===== config.mk =====
export PLATFORM = sky130hd
export DESIGN_NAME = ram_port_arbiter
export DESIGN_NICKNAME = d
export VERILOG_FILES = /design/src/rtl/ram_port_arbiter_pkg.sv /design/src/rtl/arb_starve_cnt.sv /design/src/rtl/ram_port_arbiter.sv
export SDC_FILE = /design/constraint.sdc
export NUM_CORES = 1
export LEC_CHECK = 0
export ABC_AREA = 1
export BUFFER_PORTS_ARGS = -buffer_cell sky130_fd_sc_hd__buf_2
export CORE_MARGIN = 3
export CORE_UTILIZATION = 38
export CTS_CLUSTER_DIAMETER = 40
export DETAILED_ROUTE_END_ITERATION = 12
export HOLD_SLACK_MARGIN = 0.02
export PLACE_DENSITY = 0.75
export SYNTH_ARGS = -nofsm -noshare
export SYNTH_HDL_FRONTEND = slang
export SYNTH_SLANG_ARGS = --single-unit

===== constraint.sdc =====
create_clock -name clk_i -period 1.5 [get_ports clk_i]
set_clock_uncertainty 0.1 [all_clocks]
set_input_delay 0 -clock clk_i [delete_from_list [all_inputs] [get_ports clk_i]]
set_output_delay 0 -clock clk_i [all_outputs]
set_load 0.02 [all_outputs]

===== src/rtl/ram_port_arbiter_pkg.sv =====
// Shared definitions for the CPU / I/O single-port RAM arbiter.
package ram_port_arbiter_pkg;

  localparam int BIT_DATA   = 8;
  localparam int SZB_RAM    = 8;
  localparam int STARVE_W   = 4;
  localparam int STARVE_DEF = 4;

  localparam logic PORT_CPU = 1'b0;
  localparam logic PORT_IO  = 1'b1;

  // Observable arbiter state for checkers.
  typedef struct packed {
    logic                rd_pend;
    logic                owner;
    logic [STARVE_W-1:0] starve_cnt;
  } arb_dbg_t;

endpackage


===== src/rtl/arb_starve_cnt.sv =====
// Saturating count of consecutive cycles the I/O port asked and was refused.
module arb_starve_cnt #(
  parameter int STARVE = 4,
  parameter int W      = 4
) (
  input  logic         clk_i,
  input  logic         rst_i,
  input  logic         inc_i,
  input  logic         clr_i,
  output logic [W-1:0] cnt_o,
  output logic         sat_o
);

  localparam logic [W-1:0] MAX = W'(STARVE);

  logic [W-1:0] cnt_q, cnt_d;

  always_comb begin
    cnt_d = cnt_q;
    if (clr_i) begin
      cnt_d = '0;
    end else if (inc_i && (cnt_q != MAX)) begin
      cnt_d = cnt_q + W'(1);
    end
  end

  always_ff @(posedge clk_i or posedge rst_i) begin
    if (rst_i) begin
      cnt_q <= '0;
    end else begin
      cnt_q <= cnt_d;
    end
  end

  assign cnt_o = cnt_q;
  assign sat_o = (cnt_q == MAX);

endmodule


===== src/rtl/ram_port_arbiter.sv =====
// Shares one single-port RAM between CPU (fixed priority) and I/O engine,
// with a starvation guard that forces an I/O grant after STARVE refusals.
module ram_port_arbiter
  import ram_port_arbiter_pkg::*;
#(
  parameter int BIT    = BIT_DATA,
  parameter int SZB    = SZB_RAM,
  parameter int STARVE = STARVE_DEF
) (
  input  logic           clk_i,
  input  logic           rst_i,
  // Handshake: a request is accepted in any cycle where req=1 and gnt=1;
  // the requester holds we/addr/d stable until then. At most one gnt per cycle.
  input  logic           c_req_i,
  input  logic           c_we_i,
  input  logic [SZB-1:0] c_addr_i,
  input  logic [BIT-1:0] c_d_i,
  output logic           c_gnt_o,
  output logic           c_rvalid_o,
  output logic [BIT-1:0] c_q_o,
  input  logic           i_req_i,
  input  logic           i_we_i,
  input  logic [SZB-1:0] i_addr_i,
  input  logic [BIT-1:0] i_d_i,
  output logic           i_gnt_o,
  output logic           i_rvalid_o,
  output logic [BIT-1:0] i_q_o,
  output logic           ram_we_o,
  output logic [SZB-1:0] ram_addr_o,
  output logic [BIT-1:0] ram_d_o,
  input  logic [BIT-1:0] ram_q_i,
  output arb_dbg_t       dbg_o
);

  logic                force_io;
  logic [STARVE_W-1:0] starve_cnt;

  logic           rd_pend_q, rd_pend_d;
  logic           owner_q, owner_d;
  logic [SZB-1:0] addr_q, addr_d;
  logic [BIT-1:0] d_q, d_d;

  assign c_gnt_o = ~rst_i & c_req_i & ~force_io;
  assign i_gnt_o = ~rst_i & i_req_i & (~c_req_i | force_io);

  arb_starve_cnt #(
    .STARVE (STARVE),
    .W      (STARVE_W)
  ) u_starve (
    .clk_i (clk_i),
    .rst_i (rst_i),
    .inc_i (i_req_i & ~i_gnt_o),
    .clr_i (~i_req_i | i_gnt_o),
    .cnt_o (starve_cnt),
    .sat_o (force_io)
  );

  // Idle cycles keep the RAM address/data bus at the last granted values.
  always_comb begin
    rd_pend_d  = 1'b0;
    owner_d    = owner_q;
    addr_d     = addr_q;
    d_d        = d_q;
    ram_we_o   = 1'b0;
    ram_addr_o = addr_q;
    ram_d_o    = d_q;
    if (c_gnt_o) begin
      ram_we_o   = c_we_i;
      ram_addr_o = c_addr_i;
      ram_d_o    = c_d_i;
      addr_d     = c_addr_i;
      d_d        = c_d_i;
      if (!c_we_i) begin
        rd_pend_d = 1'b1;
        owner_d   = PORT_CPU;
      end
    end else if (i_gnt_o) begin
      ram_we_o   = i_we_i;
      ram_addr_o = i_addr_i;
      ram_d_o    = i_d_i;
      addr_d     = i_addr_i;
      d_d        = i_d_i;
      if (!i_we_i) begin
        rd_pend_d = 1'b1;
        owner_d   = PORT_IO;
      end
    end
  end

  always_ff @(posedge clk_i or posedge rst_i) begin
    if (rst_i) begin
      rd_pend_q <= 1'b0;
      owner_q   <= PORT_CPU;
      addr_q    <= '0;
      d_q       <= '0;
    end else begin
      rd_pend_q <= rd_pend_d;
      owner_q   <= owner_d;
      addr_q    <= addr_d;
      d_q       <= d_d;
    end
  end

  // Read data comes straight from the RAM; rvalid is the only qualifier.
  assign c_rvalid_o = ~rst_i & rd_pend_q & (owner_q == PORT_CPU);
  assign i_rvalid_o = ~rst_i & rd_pend_q & (owner_q == PORT_IO);
  assign c_q_o      = ram_q_i;
  assign i_q_o      = ram_q_i;

  assign dbg_o = '{rd_pend: rd_pend_q, owner: owner_q, starve_cnt: starve_cnt};

endmodule


# Word-level counts from Yosys, hierarchy flattened
# Cells that the tools add are included.
# Widths: inputs -> output; s select.
[totals]
reg_bits = 22
output_inout_bits = 43
word_cells = 46
[classes]
muxes = 16
bitwise = 16
n_eq_ne = 4
add_sub_neg = 1
reduce_logical = 4
[ops]
columns = ["op", "count"]
rows = [
  ["$mux 8", 4],
  ["$mux 1", 10],
  ["$and 1x1->1", 8],
  ["$mux 4", 2],
  ["$not 1->1", 6],
  ["$add 4x1->4 const B", 1],
  ["$eq 4x3->1 const B", 1],
  ["$ne 2x2->1 const B", 2],
  ["$ne 4x3->1 const B", 1],
  ["$reduce_bool 2->1", 2],
  ["$reduce_and 3->1", 1],
  ["$or 1x1->1", 2],
  ["$logic_and 1x1->1", 1],
]

# Depth between registers and ports, before layout
[depth]
ltp_word = 8
depth_mapped = 9

# Cells and area by module
# A second synthesis with hierarchy kept.
[unflattened]
cells_unflattened = 209
hier_area_um2 = 1508.9
[by_module_without_submodules]
columns = ["module", "seq_area_each_um2", "instances", "cells_each", "area_each_um2"]
rows = [
  ["ram_port_arbiter", 450.4, 1, 176, 1252.5],
  ["arb_starve_cnt", 100.1, 1, 33, 256.5],
]

# Worst setup path after synthesis
# No wires, ideal clock.
[synth_timing]
path_kind = "flip-flop to flip-flop"
from = "reg u_starve.cnt_q[0], in the netlist u_starve.cnt_o[0]"
to = "reg addr_q[0]"
path_stages_with_launch = 10
required_ns = 1.195
setup_ns = 0.205
slack_ns = -0.360
arrival_ns = 1.555
path_cell_list = "dfrtp_1 -> inv_1 -> ha_1 -> nand3_2 -> buf_6 -> nand2_8 -> nand2_4 -> buf_6 -> nand2_1 -> nand3_1"
[synth_between]
elab_chain_len = 5
elab_cells_between_ends = 7
[synth_rtl]
columns = ["item", "line_no", "rtl"]
rows = [
  ["from (decl)", "arb_starve_cnt.sv:16", "logic [W-1:0] cnt_q, cnt_d;"],
  ["from (signal assigned)", "arb_starve_cnt.sv:31", "cnt_q <= cnt_d;"],
  ["$eq 4x3->1 (*)", "arb_starve_cnt.sv:36", "assign sat_o = (cnt_q == MAX);"],
  ["$or 1x1->1", "ram_port_arbiter.sv:44", "assign i_gnt_o = ~rst_i & i_req_i & (~c_req_i | force_io);"],
  ["$and 1x1->1", "ram_port_arbiter.sv:44", ""],
  ["$mux 8", "--", ""],
  ["$mux 8 (*)", "--", ""],
  ["net ram_addr_o[0]", "ram_port_arbiter.sv:29", "output logic [SZB-1:0] ram_addr_o,"],
  ["to (signal assigned)", "ram_port_arbiter.sv:99", "addr_q <= addr_d;"],
  ["to (decl)", "ram_port_arbiter.sv:40", "logic [SZB-1:0] addr_q, addr_d;"],
]
# Mark *: on every way through the listed nets, which the timed path passes. The rest lies on a longest branch.
# A chain may end at the register's enable or synchronous reset.

# Worst setup path in the final report
[layout_timing]
from = "reg u_starve.cnt_q[1], in the netlist u_starve.cnt_o[1]"
to = "out ram_addr_o[3]"
[layout_between]
elab_chain_len = 5
elab_cells_between_ends = 7
[layout_rtl]
columns = ["item", "line_no", "rtl"]
rows = [
  ["$eq 4x3->1 (*)", "arb_starve_cnt.sv:36", ""],
  ["$or 1x1->1", "ram_port_arbiter.sv:44", ""],
  ["$and 1x1->1", "ram_port_arbiter.sv:44", ""],
  ["$mux 8", "ram_port_arbiter.sv:77", "end else if (i_gnt_o) begin"],
  ["$mux 8 (*)", "ram_port_arbiter.sv:67", "if (c_gnt_o) begin"],
  ["to (decl)", "ram_port_arbiter.sv:29", ""],
]
# Every way passes the cells marked *; elsewhere a longest branch is shown, timed or not.

==> results_dict.tcl <==
set metrics [dict create \
    dp_slack_ns -0.1406 \
    dieArea_um2 4492 \
    synth_area_leaders "dfrtp_1, nand2_1, nand3_1" \
    layout_common_cells "buf_2, dlygate4sd3_1, nand2_1" \
    drtIter0Drc 66 \
    tightestPinTransition_ns 0.4461 \
    finalHoldViolations 0 \
    worstHoldStart "c_req_i" \
    max_stage_delay_ns 0.41 \
    yosysUniqueCellTypes 23 \
    setup_ws_ns -0.3859 \
    synth_nets 236 \
    rsz0062_at_grt "yes" \
    cts_tree "yes" \
    ys_ff_latch 22 \
    worstHoldPathType "in2reg" \
    finalSetupViolCount 32 \
    violations "negative setup slack" \
    path_buf_inv 3 \
    numCtsBuffers 3 \
    final_cells 342 \
    layout_commonest_cell "buf_2" \
    fmax_mhz 530.2 \
    layout_min_cycle_time_ns 1.886 \
    avgSynthCellArea_um2 7.527 \
    synth_area_um2 1415 \
    avgViaCountPerCell 4.930 \
    post-route-period-util_pct 125.7 \
    grt_overflow 0 \
    clockBufferDepth 2 \
    cts_num_sinks 22 \
    dieHeight_um 67.03 \
    avgRoutedWirePerCell_um 15.75 \
    clk_latency_ns 0.27 \
    n_antenna_cell 0 \
    start_kind "flip-flop" \
    cp_top_family "simple AND/OR/NAND/NOR gates" \
    cp.arrival_ns 1.79 \
    clk_pin_slew_ns 0.08 \
    h-tree-depth 1 \
    cp.required_ns 1.40 \
    ys_seq_area_share_pct 38.90 \
    power_density_nw_per_um2 842.8 \
    hold_end "owner_q" \
    grt_pass1_wl_um 7369 \
    ioPinCount 89 \
    reg2reg_depth 8 \
    final_antenna_net_count 0 \
    grt_pass1_vias 1640 \
    crit_path_end_kind "primary output" \
    core_region_area_um2 3468 \
    path_common_cell "nand3_4" \
    hpwl_um 2745 \
    grt_max_degree 23 \
    hold-path-cell-count 4 \
    ff2ff_setup_slack_ns -0.05 \
    routed_wirelength_um 5385 \
    port_buffers 64 \
    finalNetCount 345 \
    syn_inst 188 \
    slew_violations 0 \
    worstSetupPathType "reg2out" \
    worstPathMaxFanout 7 \
    status "finished with violations" \
    p_leak_uw 0.001379 \
    antenna_found_initial 0 \
    yosysTopAreaCell "dfrtp_1" \
    drcViolationCount 0 \
    num_vias 1686 \
    slowest_stage "dfrtp_2" \
    cts-root-buf "clkbuf_8" \
    drive_above_1_share_pct 49.66 \
    ir_worst_vdd_mv 0.8453 \
    syn2layout_area_growth_pct 95.49 \
    slew_headroom_pct 70.21 \
    die_w_um 67.03 \
    path_cells "inv_2 > ha_4 > nand3_4 > nand2_8 > buf_12 > nand3_1 > nand3_4 > buf_4" \
    synth_top_area_share_pct 38.90 \
    max_cap_violations 0 \
    gp_congestion 0.7311 \
    regToRegStartpoint "u_starve.cnt_o[1]" \
    rows 21 \
    grtUsageTotal_pct 22.15 \
    initial_core_util_pct 40.80 \
    r2r-end "u_starve.cnt_o[0]" \
    placed_cells 288 \
    yosys_warnings 0 \
    drt_pass1_iterations 4 \
]
## layer usage
layer | share of wire [%] | vias to the layer above | track usage, %
li1 | - | 794 | -
met1 | 36 | 802 | 24.06
met2 | 54 | 76 | 40.49
met3 | 6.6 | 14 | 4.553
met4 | 3.3 | 0 | 10.13
met5 | 0 | - | 0
## worst max path at each step
stage	startpoint	end	slack (ns)	cells past startpoint
6_report	u_starve.cnt_o[1]	ram_addr_o[3]	-0.39	8
3_5_place_dp	u_starve.cnt_o[1]	ram_d_o[4]	-0.14	8
5_1_grt	u_starve.cnt_o[1]	ram_d_o[7]	-0.47	8
2_1_floorplan	u_starve.cnt_o[1]	d_q[2]	-0.15	9
4_1_cts	u_starve.cnt_o[1]	ram_addr_o[1]	-0.30	8
3_3_place_gp	u_starve.cnt_o[1]	ram_d_o[3]	-0.11	8
## registers in the layout (all words and copies together) (netlist names)
name and cells:
rd_pend_q 1, owner_q 1, u_starve.cnt_o 4, d_q 8
addr_q 8
## final cells by class
type | count | area, µm²
Multi-Input combinational cell | 115 | 963.4
Clock buffer | 4 | 55.05
Sequential cell | 22 | 553.0
Timing Repair Buffer | 128 | 1028
Inverter | 27 | 108.9
Fill cell | 200 | 701.9
Tap cell | 46 | 57.56
## synth_stat cells, drive strengths merged
cell type / number
a21oi: 19
nand2: 50
and3: 1
clkinv: 1
ha: 2
dfrtp: 22
buf: 25
nand3: 30
inv: 26
nor2: 3
o21ai: 3
nand4: 2
nor3: 1
nand3b: 2
xnor2: 1
## where the power goes
group	internal [µW]	switching (µW)
clock network	235	207
registers	687	37.9
logic	511	654
total	1430	899
## worst min-delay path, cell delays in order
cell     delay, ns
buf_2         0.18
a21oi_2       0.09
nand2_1       0.08
nand2_1       0.06
## metrics by stage
stage	hold WS [ns]	instance area, µm²	TNS (ns)	power (µW)	util [%]
after floorplan	-0.09737	1707	-2.550	1388	-
after global placement	-0.09979	2022	-0.9550	1565	58.30
after detailed placement	-0.09979	2022	-1.725	1581	58.30
after CTS	0.04855	2564	-5.406	2157	73.92
after global routing	0.08667	2766	-8.504	2438	79.76
final	0.06894	2766	-6.425	2331	79.76
## cell families after synthesis
kind of cell / Yosys count / synth area share [%]
buffers and inverters: 52 / 20.78
AOI/OAI and AO/OA: 22 / 7.780
DFF: 22 / 38.90
adders and majority gates: 2 / 1.768
xor gates and xnor gates: 1 / 0.6190
and+or+nand+nor: 89 / 30.15
## repair_timing
| item | 4_1_cts | 5_1_grt |
|---|---|---|
| gates resized for setup | 7 | 37 |
| buffers inserted | 1 | 4 |
| hold buffers | 44 | 2 |
| pin swaps | 0 | 3 |
| endpoints found under the setup margin | 37 | 62 |
| cloned | 1 | 0 |
| hold endpoints to repair | 60 | 22 |
(Power assumes the default switching activity.)
